File: src/rtl/parking_pkg.sv
// Shared types and defaults for the parking lot barrier gate controller.
package parking_pkg;

   typedef enum logic [1:0] {
      S_IDLE = 2'd0,
      S_OPEN = 2'd1,
      S_HOLD = 2'd2
   } gate_state_e;

   localparam int unsigned DEF_CAPACITY   = 8;
   localparam int unsigned DEF_CNT_W      = 4;
   localparam int unsigned DEF_OPEN_TICKS = 50;
   localparam int unsigned DEF_HOLD_TICKS = 10;

   // Width needed to hold the larger of the two phase lengths.
   function automatic int unsigned timer_w(input int unsigned open_t,
                                           input int unsigned hold_t);
      int unsigned m;
      m = (open_t > hold_t) ? open_t : hold_t;
      return $clog2(m + 1);
   endfunction

endpackage

File: src/rtl/parking_gate_ctrl_timer.sv
// Loadable down-counter pacing the OPEN and HOLD phases of the gate.
module gate_timer #(
   parameter int unsigned W = 6
) (
   input  logic         NewCLK,
   input  logic         RST,
   input  logic         load,
   input  logic [W-1:0] load_value,
   output logic         done
);

   logic [W-1:0] cnt_q;

   always_ff @(posedge NewCLK) begin
      if (!RST) begin
         cnt_q <= '0;
      end else if (load) begin
         cnt_q <= load_value;
      end else if (cnt_q != '0) begin
         cnt_q <= cnt_q - W'(1);
      end
   end

   // Last cycle of the loaded interval, or idle at zero.
   assign done = (cnt_q <= W'(1));

endmodule

File: src/rtl/parking_gate_ctrl.sv
// Barrier gate sequencer: entry/exit arbitration, pending latches, occupancy and lamp.
module parking_gate_ctrl
   import parking_pkg::*;
#(
   parameter int unsigned CAPACITY   = DEF_CAPACITY,
   parameter int unsigned CNT_W      = DEF_CNT_W,
   parameter int unsigned OPEN_TICKS = DEF_OPEN_TICKS,
   parameter int unsigned HOLD_TICKS = DEF_HOLD_TICKS
) (
   input  logic             NewCLK,
   input  logic             RST,
   input  logic             entry_req,
   input  logic             exit_req,
   input  logic             car_passed,
   output logic             gate_open,
   output logic             dir_in,
   output logic [CNT_W-1:0] count,
   output logic             lamp_full,
   output logic             reject,
   output logic             timeout
);

   localparam int unsigned      TW    = timer_w(OPEN_TICKS, HOLD_TICKS);
   localparam logic [CNT_W-1:0] CAP_C = CNT_W'(CAPACITY);

   gate_state_e      state_q;
   logic             pend_in_q;
   logic             pend_out_q;
   logic [CNT_W-1:0] count_q;
   logic             gate_open_q;
   logic             dir_in_q;
   logic             lamp_full_q;
   logic             reject_q;
   logic             timeout_q;

   logic             want_in;
   logic             want_out;
   logic             lot_empty;
   logic             lot_full;
   logic             grant_any;
   logic             passed;
   logic [CNT_W-1:0] count_d;
   logic             tmr_load;
   logic [TW-1:0]    tmr_value;
   logic             tmr_done;

   always_comb begin
      want_in   = pend_in_q | entry_req;
      want_out  = pend_out_q | exit_req;
      lot_empty = (count_q == '0);
      lot_full  = (count_q == CAP_C);
      grant_any = 1'b0;
      if (state_q == S_IDLE) begin
         if (want_out) begin
            grant_any = !lot_empty;
         end else if (want_in) begin
            grant_any = !lot_full;
         end
      end
      passed    = (state_q == S_OPEN) && car_passed;
      count_d   = dir_in_q ? (count_q + CNT_W'(1)) : (count_q - CNT_W'(1));
      tmr_load  = grant_any | passed;
      tmr_value = passed ? TW'(HOLD_TICKS) : TW'(OPEN_TICKS);
   end

   gate_timer #(
      .W(TW)
   ) u_timer (
      .NewCLK     (NewCLK),
      .RST        (RST),
      .load       (tmr_load),
      .load_value (tmr_value),
      .done       (tmr_done)
   );

   always_ff @(posedge NewCLK) begin
      if (!RST) begin
         state_q     <= S_IDLE;
         pend_in_q   <= 1'b0;
         pend_out_q  <= 1'b0;
         count_q     <= '0;
         gate_open_q <= 1'b0;
         dir_in_q    <= 1'b0;
         lamp_full_q <= 1'b0;
         reject_q    <= 1'b0;
         timeout_q   <= 1'b0;
      end else begin
         reject_q   <= 1'b0;
         timeout_q  <= 1'b0;
         pend_in_q  <= pend_in_q | entry_req;
         pend_out_q <= pend_out_q | exit_req;
         case (state_q)
            S_IDLE: begin
               // Exit has priority; only one request is resolved per cycle.
               if (want_out) begin
                  pend_out_q <= 1'b0;
                  if (lot_empty) begin
                     reject_q <= 1'b1;
                  end else begin
                     dir_in_q    <= 1'b0;
                     gate_open_q <= 1'b1;
                     state_q     <= S_OPEN;
                  end
               end else if (want_in) begin
                  pend_in_q <= 1'b0;
                  if (lot_full) begin
                     reject_q <= 1'b1;
                  end else begin
                     dir_in_q    <= 1'b1;
                     gate_open_q <= 1'b1;
                     state_q     <= S_OPEN;
                  end
               end
            end
            S_OPEN: begin
               if (passed) begin
                  count_q     <= count_d;
                  lamp_full_q <= (count_d == CAP_C);
                  state_q     <= S_HOLD;
               end else if (tmr_done) begin
                  timeout_q   <= 1'b1;
                  gate_open_q <= 1'b0;
                  state_q     <= S_IDLE;
               end
            end
            S_HOLD: begin
               if (tmr_done) begin
                  gate_open_q <= 1'b0;
                  state_q     <= S_IDLE;
               end
            end
            default: begin
               gate_open_q <= 1'b0;
               state_q     <= S_IDLE;
            end
         endcase
      end
   end

   assign gate_open = gate_open_q;
   assign dir_in    = dir_in_q;
   assign count     = count_q;
   assign lamp_full = lamp_full_q;
   assign reject    = reject_q;
   assign timeout   = timeout_q;

endmodule

File: config.mk
export PLATFORM = sky130hd
export DESIGN_NAME = parking_gate_ctrl
export DESIGN_NICKNAME = d
export VERILOG_FILES = /design/src/rtl/parking_pkg.sv /design/src/rtl/parking_gate_ctrl_timer.sv /design/src/rtl/parking_gate_ctrl.sv
export SDC_FILE = /design/constraint.sdc
export NUM_CORES = 1
export LEC_CHECK = 0
export CORE_ASPECT_RATIO = 1.1
export CORE_MARGIN = 4
export CORE_UTILIZATION = 41
export DETAILED_ROUTE_END_ITERATION = 7
export PLACE_DENSITY = 0.66
export SYNTH_ARGS = -nofsm -noshare
export SYNTH_HDL_FRONTEND = slang
export SYNTH_SLANG_ARGS = --single-unit
File: constraint.sdc
create_clock -name NewCLK -period 5.05 [get_ports NewCLK]
set_input_delay 1.01 -clock NewCLK [delete_from_list [all_inputs] [get_ports NewCLK]]
set_output_delay 1.01 -clock NewCLK [all_outputs]
set_load 0.02 [all_outputs]
After elaboration in Yosys (flattened, before gate mapping) --
Index checks and enable logic that the tools add are counted. Widths: inputs -> output; s select.
Word-level totals: register bits after elaboration 19, input bits 5, output and inout port bits 9, word-level logic and storage cells 74
Operators by class: add/subtract/negate cells 3, order comparisons 1, equality and inequality tests 10, multiplexer cells 30, bitwise logic cells 5, reductions and logical operators 15
Operators with widths (count):
- $mux 1 | 18
- $mux 6 | 3
- $mux 2 | 6
- $ne 3x3->1 const B | 3
- $eq 4x4->1 const B | 2
- $reduce_and 4->1 | 2
- $le 6x1->1 const B | 1
- $ne 2x2->1 const B | 3
- $pmux 2 s3 | 1
- $reduce_bool 6->1 | 1
- $sub 6x1->6 const B | 1
- $add 4x1->4 const B | 1
- $logic_not 4->1 | 1
- $mux 4 | 1
- $reduce_and 2->1 | 2
- $reduce_bool 2->1 | 2
- $sub 4x1->4 const B | 1
- $or 1x1->1 | 3
- $pmux 1 s3 | 1
- $reduce_and 3->1 | 1
- $reduce_or 3->1 | 1
- $eq 2x1->1 const B | 1
- $eq 2x2->1 const B | 1
- $logic_not 1->1 | 2
- 4 further kinds | 5

Longest topological paths before layout --
Gate-level depths: netlist of run 1.
word-level depth 7, depth in mapped cells 7, gate-level depth less buffers 7

Modules after synthesis --
A second synthesis of run 1 with hierarchy kept.
Second synthesis, totals: cell total of the unflattened synthesis 127, area total of the unflattened synthesis 1188.6 sq um
Modules (own cells, without submodules):
- parking_gate_ctrl | instances 1, cells an instance 87, area each 809.5 sq um, seq. area each 260.2 sq um
- gate_timer | instances 1, cells an instance 40, area each 379.1 sq um, seq. area each 120.1 sq um

Worst setup path after synthesis of run 1 --
No wires, ideal clock.
kind input -> register, start point input port entry_req, end point register gate_open_q, in the netlist gate_open, setup time 0.116 ns, arrival time 2.045 ns, required time 4.934 ns, slack 2.889 ns, stages 4, buffers on the path 0, path through or4_1 > o31ai_4 > a221oi_1 > o211a_1
On the way: longest elaborated chain between the ends 3
RTL lines:
- from (decl) | line parking_gate_ctrl.sv:12 | input logic entry_req,
- $or 1x1->1 | line parking_gate_ctrl.sv:48 | want_in = pend_in_q | entry_req;
- $ne 3x3->1 (no source line)
- $reduce_and 4->1 (no source line)
- to (signal assigned) | line parking_gate_ctrl.sv:82 | gate_open_q <= 1'b0;
- to (signal assigned) | line parking_gate_ctrl.sv:101 | gate_open_q <= 1'b1;
- to (signal assigned) | line parking_gate_ctrl.sv:110 | gate_open_q <= 1'b1;
- to (decl) | line parking_gate_ctrl.sv:30 | logic gate_open_q;
No other way between the ends. A chain may end at the register's enable or synchronous reset.

Worst setup path in the final report of run 1 --
start point register count_q[3], in the netlist count[3], end point output port count[3]
RTL lines:
- from (decl) | line parking_gate_ctrl.sv:29 | logic [CNT_W-1:0] count_q;
- from (signal assigned) | line parking_gate_ctrl.sv:117 | count_q <= count_d;
- to (decl) | line parking_gate_ctrl.sv:17 | output logic [CNT_W-1:0] count,
No word-level cell between the ends.

==> impl_metrics.csv, run 1 <==
group,metric,value,unit
outcome,outcome,"complete, no violations",
setup_path,cp_slowest_cell,"clkdlybuf4s50_1",
global_routing,grt_use_met3,1.86,%
power,power_frac_seq,33.4,%
cells_and_area,final_cell_area,0.00129,mm²
power,clkPwrFrac,10.6,%
clock_network,cts_tree,"built",
clock_network,cts_made_buffers,3,
clock_network,clk_pin_slew_worst_paths,0.11,ns
yosys,syn-mean-instance-area,9.13,µm²
setup_path,worst_setup_path_end_kind,"output port",
global_routing,grt_overflow_total,0,
global_routing,use_met1,15.9,%
floorplanning,die_x,57.5,µm
yosys,synth.distinct_cells,44,
cells_and_area,final_core_util,50.8,%
sta,setup_violations,0,
clock_network,cts_buffer_depth,2,
setup_path,path_cells,"clkdlybuf4s50_1",
placed_design,gp_congestion,0.775,
setup_path,crit_family,"buffers and inverters",
sta,tns,0,ns
yosys,seq_area_frac_synth,34.4,%
floorplanning,chipHeight,62.4,µm
job,maxCapViolCount,0,
clock_network,clock_sinks,19,
sta,fmax,0.408,GHz
placed_design,place_area,0.00126,mm²
routing,vias,916,
power,combPwrFrac,56.0,%
power,cell_internal_pwr,0.406,mW
setup_path,crit_buf_inv,1,
clock_network,postCtsSetupRepairBufs,0,
cells_and_area,mostFrequentLayoutCells,"19 x dfxtp_1, 13 x clkdlybuf4s50_1, 11 x nor2_1, 10 x ha_1",
yosys,yosys_register_bits,19,
setup_path,r2r_cells,5,
power,swShare,43.7,%
global_routing,grt_util_all_layers,13.3,%
yosys,async_reset_ff_share,0,%
setup_path,cp_max_fo,7,
setup_path,crit_type,"register to output port",
routing,initialDrtViolationCount,18,
setup_path,cp.depth,1,
clock_network,clk_latency,0.29,ns
floorplanning,design.core.area,0.00254,mm²
sta,period_needed,2.45,ns
routing,routed_wl,2270,µm
yosys,synth_fp_nets,137,
worst_hold_path,hold_depth,2,
global_routing,grt_pass1_wl,3900,µm
setup_path,cp.required,4.04,ns
worst_hold_path,hp-class,"register to register",
floorplanning,start_util,43.4,%
yosys,synth.area.top_cells,"dfxtp_1 34%, ha_1 11%, nor2_1 3.7%",
placed_design,place_inst,163,
sta,hold_violations,0,
routing,detail-route-antenna-nets,0,
power,powerDensity,558,mW/mm²
power,power_leakage,0.512,nW
sta,worst_pin_slew,0.643,ns
power,switchingPower,0.315,mW
global_routing,grt_use_met2,22.6,%
routing,wl_per_cell,13.6,µm
cells_and_area,drive_gt1_share,7.35,%
global_routing,busiest_layer,"met2",
yosys,synth_top_area_share,34.4,%
yosys,synthFlopType,"dfxtp_1",
cells_and_area,filler_cell_count,253,
power,peakVddDrop,0.254,mV
routing,avgViaCountPerCell,5.49,
clock_network,htree_num_levels,1,
floorplanning,die_area,0.00359,mm²
yosys,ys_warn_count,0,
floorplanning,io_pins,14,
cells_and_area,final_common_cell,"dfxtp_1",
clock_network,cts_hold_buf,0,
cells_and_area,final_nets,153,
yosys,syn_area,0.00110,mm²
sta,timing.final.crit_share,48.6,%
placed_design,dp_hpwl,1760,µm
cells_and_area,diodes,0,
setup_path,critPathLaunchType,"register",
setup_path,cpPeakStageDelay,0.66,ns
cells_and_area,instances_no_fill,167,
yosys,synth-edff-count,0,
sta,clock-skew-final,0.00516,ns
floorplanning,row_count,19,
yosys,syn-instance-count,121,
sta,drv_slew,0,
global_routing,antenna_found_initial,0,
sta,relSlewSlack,56.7,%
yosys,yosysTopAreaCell,"dfxtp_1",
clock_network,cts_resized,0,
routing,first_pass_iters,4,
setup_path,crit_arrival,1.44,ns
global_routing,grt_max_degree,12,
routing,drc,0,
sta,fin_hold_ws,0.527,ns
placed_design,io_buffers,13,
sta,rsz0062_at_grt,"no",
clock_network,cts_root_buffer,"clkbuf_4",
global_routing,grt_pass1_vias,898,
cells_and_area,synthToLayoutAreaGrowth,17.0,%
==> synthesized netlist by cell type, types with 2 or more instances <==
library cell	count
o21ai_0	5
inv_1	7
ha_1	10
xor2_1	4
nor2_1	11
nand4_1	2
nand2_1	8
a31oi_1	2
nor3b_1	2
dfxtp_1	19
o41ai_1	2
nor3_1	4
nand3_1	5
a21oi_1	8
nor4_1	2
nand3b_1	2
==> flip-flops by register name, summed over array words and instances, names as in the netlist <==
name and flops:
gate_open 1, timeout 1, reject 1, count 4
state_q 2, pend_in_q 1, lamp_full 1, pend_out_q 1
dir_in 1, u_timer.cnt_q 6
==> metrics by stage <==
stage	power, mW	setup WS, ns
floorplan	0.545	2.89
global placement	0.637	2.38
detailed placement	0.647	2.34
CTS	0.729	2.57
global route	0.788	2.52
finish	0.721	2.60
==> path summary, 6_finish.rpt <==
path	from	end	slack [ns]
worst max-delay path	count[3]$_SDFFE_PN0P_	count[3]	2.60
worst min-delay path	lamp_full$_SDFFE_PN0P_	lamp_full$_SDFFE_PN0P_	0.53
worst min register to register	lamp_full$_SDFFE_PN0P_	lamp_full$_SDFFE_PN0P_	0.53
worst max register to register	dir_in$_SDFFE_PN0P_	lamp_full$_SDFFE_PN0P_	3.18
==> routing by layer <==
layer	up-vias	wire, µm
li1	471	-
met1	424	1030
met2	17	1140
met3	4	59
met4	0	42
met5	-	0
==> power by group through the flow <==
stage               clock network (mW)  logic (mW)  registers [mW]
floorplan                            0       0.291           0.254
global placement                     0       0.396           0.241
detailed placement                   0       0.404           0.243
CTS                             0.0813       0.407           0.241
global route                    0.0874       0.453           0.248
finish                          0.0767       0.404           0.241
==> cell families (layout without fill, tap and decap cells) <==
kind of cell,count (synthesis),in the layout,share of synthesized area [%]
simple gates,45,45,22.4
compound gates,29,29,20.6
flops,19,19,34.4
fa+ha+maj,11,11,13.1
buf+inv,10,25,3.51
xor+xnor,5,5,3.96
mux,2,2,1.93
==> cell type report <==
type	instances	area [µm²]	area share, %
Clock inverter	1	5.00	0.387
Multi-Input combinational cell	92	686	53.0
Clock buffer	3	22.5	1.74
Inverter	8	30.0	2.32
Sequential cell	19	380	29.4
Tap cell	31	38.8	3.00
Timing Repair Buffer	13	130	10.1
No activity file was read; power rests on OpenSTA's default activity.
==> run 2: changes to the inputs <==
Settings changed: PLACE_DENSITY 0.66 to 0.68.
Clock period 5.05 ns to 2.1 ns, I/O delays scaled along.
==> impl_metrics.csv, run 2 (same netlist as run 1, synthesis figures left out) <==
group,metric,value,unit
outcome,outcome,"complete, no violations",
routing,detail-route-antenna-nets,0,
setup_path,crit_buf_inv,1,
setup_path,cp_slowest_cell,"clkdlybuf4s50_1",
routing,initialDrtViolationCount,20,
setup_path,cpPeakStageDelay,0.66,ns
clock_network,cts_buffer_depth,2,
global_routing,antenna_found_initial,0,
clock_network,clk_pin_slew_worst_paths,0.12,ns
routing,vias,934,
power,power_leakage,0.522,nW
setup_path,cp.depth,1,
cells_and_area,final_cell_area,0.00131,mm²
cells_and_area,filler_cell_count,234,
sta,setup_violations,0,
cells_and_area,largest_register,"u_timer.cnt_q",
routing,avgViaCountPerCell,5.53,
clock_network,cts_hold_buf,0,
sta,relSlewSlack,60.1,%
cells_and_area,synthToLayoutAreaGrowth,18.3,%
setup_path,path_cells,"clkdlybuf4s50_1",
global_routing,grt_pass1_wl,4040,µm
routing,first_pass_iters,4,
clock_network,postCtsSetupRepairBufs,0,
global_routing,grt_max_degree,12,
global_routing,grt_pass1_vias,979,
worst_hold_path,hp-class,"register to register",
sta,tns,0,ns
sta,worst_pin_slew,0.592,ns
floorplanning,row_count,19,
clock_network,clock_sinks,19,
floorplanning,chipHeight,62.4,µm
setup_path,crit_family,"buffers and inverters",
placed_design,place_area,0.00128,mm²
routing,drc,0,
power,peakVddDrop,0.619,mV
setup_path,crit_arrival,1.45,ns
floorplanning,die_x,57.5,µm
routing,routed_wl,2260,µm
clock_network,htree_num_levels,1,
setup_path,cp.required,1.68,ns
cells_and_area,diodes,0,
global_routing,grt_util_all_layers,14.0,%
sta,hold_violations,0,
floorplanning,design.core.area,0.00254,mm²
clock_network,cts_resized,0,
clock_network,cts_made_buffers,3,
sta,rsz0062_at_grt,"no",
cells_and_area,final_core_util,51.4,%
cells_and_area,final_common_cell,"dfxtp_1",
floorplanning,start_util,43.4,%
sta,timing.final.crit_share,88.9,%
global_routing,grt_overflow_total,0,
sta,fmax,0.536,GHz
floorplanning,die_area,0.00359,mm²
placed_design,io_buffers,13,
setup_path,critPathLaunchType,"register",
setup_path,crit_type,"register to output port",
floorplanning,io_pins,14,
placed_design,gp_congestion,0.775,
setup_path,cp_max_fo,6,
clock_network,clk_latency,0.30,ns
job,maxCapViolCount,0,
cells_and_area,drive_gt1_share,8.70,%
clock_network,cts_tree,"built",
power,powerDensity,1330,mW/mm²
sta,drv_slew,0,
sta,period_needed,1.87,ns
worst_hold_path,hold_depth,1,
sta,clock-skew-final,0.00608,ns
cells_and_area,mostFrequentLayoutCells,"19 x dfxtp_1, 13 x clkdlybuf4s50_1, 11 x nor2_1, 10 x ha_1",
clock_network,cts_root_buffer,"clkbuf_4",
routing,wl_per_cell,13.4,µm
cells_and_area,final_nets,155,
setup_path,r2r_cells,5,
setup_path,worst_setup_path_end_kind,"output port",
placed_design,dp_hpwl,1760,µm
cells_and_area,largest_register_ffs,6,
==> run 2: cell types whose count changed in the layout (fill, tap and decap cells not counted), sizes merged <==
cell / change
buf: +2
==> run 2: through the flow <==
stage / setup slack [ns] / instances / total power, mW / hold WS [ns]
after floorplan: 0.233 / 121 / 1.31 / 0.480
after global placement: 0.0732 / 165 / 1.53 / 0.503
after detailed placement: 0.0287 / 165 / 1.55 / 0.495
after CTS: 0.204 / 169 / 1.75 / 0.529
after global routing: 0.114 / 169 / 1.90 / 0.549
final: 0.234 / 169 / 1.74 / 0.525
==> run 2: routing by layer <==
| layer | wire length [µm] | share of wire, % | GRT usage, % | up-vias |
|---|---|---|---|---|
| met3 | 81 | 3.6 | 3.31 | 10 |
| met5 | 0 | 0 | 0 | - |
| li1 | - | - | - | 482 |
| met4 | 80 | 3.5 | 8.70 | 0 |
| met1 | 1070 | 47 | 16.0 | 420 |
| met2 | 1030 | 46 | 22.7 | 22 |
==> run 2: report_power, final <==
group | leakage, nW | switching, mW | internal (mW)
Clock | 0.0177 | 0.119 | 0.0710
Sequential | 0.156 | 0.105 | 0.469
Combinational | 0.348 | 0.533 | 0.440
Total | 0.522 | 0.757 | 0.980
==> run 2: area by class of cell <==
type / instances / area, µm² / area share, %
multi-input cells: 92 / 686 / 52.4
flip-flops and latches: 19 / 380 / 29.1
repair buffers: 15 / 145 / 11.1
well taps: 31 / 38.8 / 2.97
inverters: 8 / 30.0 / 2.30
clock buffers: 3 / 22.5 / 1.72
clock inverters: 1 / 5.00 / 0.383
==> run 2: path summary, 6_finish.rpt <==
path	start	endpoint	slack, ns
max	count[0]$_SDFFE_PN0P_	count[0]	0.23
min	gate_open$_SDFFE_PN0P_	gate_open$_SDFFE_PN0P_	0.52
min reg2reg	gate_open$_SDFFE_PN0P_	gate_open$_SDFFE_PN0P_	0.52
max reg2reg	dir_in$_SDFFE_PN0P_	lamp_full$_SDFFE_PN0P_	0.28
==> run 3: changes to the inputs <==
==> constraint.sdc (replaced) <==
create_clock -name NewCLK -period 2.1 [get_ports NewCLK]
set_input_delay 0.21 -clock NewCLK [delete_from_list [all_inputs] [get_ports NewCLK]]
set_output_delay 0.21 -clock NewCLK [all_outputs]
set_load 0.02 [all_outputs]
==> impl_metrics.csv, run 3 (same netlist as run 1, synthesis figures left out) <==
group,metric,value,unit
cells_and_area,final_nets,155,
power,power,1.73,mW
global_routing,grt_pass1_wl,4070,µm
placed_design,gp_congestion,0.776,
global_routing,grt_use_met3,2.48,%
setup_path,r2r_cells,5,
global_routing,grt_pass1_vias,925,
outcome,outcome,"complete, no violations",
sta,period_needed,1.81,ns
setup_path,reg2reg_setup_slack,0.29,ns
floorplanning,row_count,19,
clock_network,postCtsSetupRepairBufs,0,
clock_network,cts_resized,0,
setup_path,cp-endpoint,"state_q[1]$_SDFFE_PN0P_",
routing,drc,0,
sta,worst_pin_slew,0.616,ns
cells_and_area,largest_register_ffs,6,
placed_design,dp_worst_setup_slack,0.212,ns
cells_and_area,largest_register,"u_timer.cnt_q",
sta,relSlewSlack,58.5,%
sta,setup_violations,0,
setup_path,cp_max_fo,5,
setup_path,r2r-end,"state_q[1]$_SDFFE_PN0P_",
sta,fin_ws,0.290,ns
setup_path,startpoint,"u_timer.cnt_q[0]$_SDFFE_PN0P_",
cells_and_area,mostFrequentLayoutCells,"19 x dfxtp_1, 13 x clkdlybuf4s50_1, 11 x nor2_1, 10 x ha_1",
clock_network,htree_num_levels,1,
setup_path,cp.required,2.29,ns
sta,drv_slew,0,
clock_network,cts_tree,"built",
sta,fin_hold_ws,0.542,ns
global_routing,use_met1,18.1,%
routing,avgViaCountPerCell,5.44,
global_routing,grt_util_all_layers,14.0,%
floorplanning,chipHeight,62.4,µm
setup_path,crit_arrival,2.00,ns
floorplanning,design.core.area,0.00254,mm²
routing,detail-route-antenna-nets,0,
clock_network,clk_latency,0.29,ns
clock_network,clock_sinks,19,
routing,initialDrtViolationCount,26,
cells_and_area,diodes,0,
sta,clock-skew-final,0.00361,ns
floorplanning,io_pins,14,
sta,rsz0062_at_grt,"no",
clock_network,cts_buffer_depth,2,
sta,tns,0,ns
sta,hold_violations,0,
setup_path,r2r_start,"u_timer.cnt_q[0]$_SDFFE_PN0P_",
floorplanning,die_area,0.00359,mm²
power,peakVddDrop,0.640,mV
floorplanning,start_util,43.4,%
floorplanning,die_x,57.5,µm
placed_design,dp_hpwl,1770,µm
routing,wl_per_cell,13.2,µm
clock_network,clk_pin_slew_worst_paths,0.11,ns
cells_and_area,final_common_cell,"dfxtp_1",
cells_and_area,filler_cell_count,234,
setup_path,crit_type,"register to register",
routing,vias,919,
clock_network,cts_hold_buf,0,
sta,fmax,0.552,GHz
cells_and_area,seq_area,380,µm²
setup_path,critPathLaunchType,"register",
placed_design,io_buffers,13,
routing,routed_wl,2230,µm
global_routing,busiest_layer,"met2",
global_routing,grt_max_degree,12,
routing,first_pass_iters,4,
global_routing,grt_use_met2,23.3,%
worst_hold_path,hp-class,"register to register",
cells_and_area,final_core_util,51.4,%
sta,timing.final.crit_share,86.2,%
clock_network,cts_made_buffers,3,
setup_path,worst_setup_path_end_kind,"register",
cells_and_area,drive_gt1_share,8.70,%
global_routing,grt_overflow_total,0,
cells_and_area,multi_input_area,686,µm²
global_routing,antenna_found_initial,0,
cells_and_area,synthToLayoutAreaGrowth,18.3,%
power,powerDensity,1330,mW/mm²
power,power_leakage,0.522,nW
clock_network,cts_root_buffer,"clkbuf_4",
job,maxCapViolCount,0,
==> run 3: critical path, stage by stage, from the launching register on <==
cell and delay, ns:
dfxtp_1 0.41, inv_1 0.10, ha_1 0.24, o21ai_0 0.51
a21oi_1 0.17, o41ai_1 0.28
==> run 3: final cells by class <==
class | count | area share (%)
clock inverters | 1 | 0.383
flip-flops and latches | 19 | 29.1
well taps | 31 | 2.97
clock buffers | 3 | 1.72
multi-input cells | 92 | 52.4
repair buffers | 15 | 11.1
inverters | 8 | 2.30
==> run 3: per-stage QoR <==
stage                     cell area [µm²]  cells
after global placement               1280    165
after global routing                 1310    169
final                                1310    169
after floorplan                      1100    121
after CTS                            1310    169
after detailed placement             1280    165
==> run 3: worst min path at each step <==
stage,cells after the start,start,end
global route,2,car_passed,timeout$_SDFF_PP0_
finish,1,gate_open$_SDFFE_PN0P_,gate_open$_SDFFE_PN0P_
CTS,2,count[1]$_SDFFE_PN0P_,count[1]$_SDFFE_PN0P_
global placement,2,lamp_full$_SDFFE_PN0P_,lamp_full$_SDFFE_PN0P_
detailed placement,1,gate_open$_SDFFE_PN0P_,gate_open$_SDFFE_PN0P_
floorplan,1,car_passed,timeout$_SDFF_PP0_
==> run 3: power by group <==
group          switching (mW)  internal (mW)
clock network           0.110         0.0708
registers               0.110          0.469
logic                   0.533          0.441
==> run 3: routing by layer <==
layer,wire length (µm),vias up
li1,-,477
met1,1080,423
met2,1060,15
met3,69,4
met4,26,0
met5,0,-
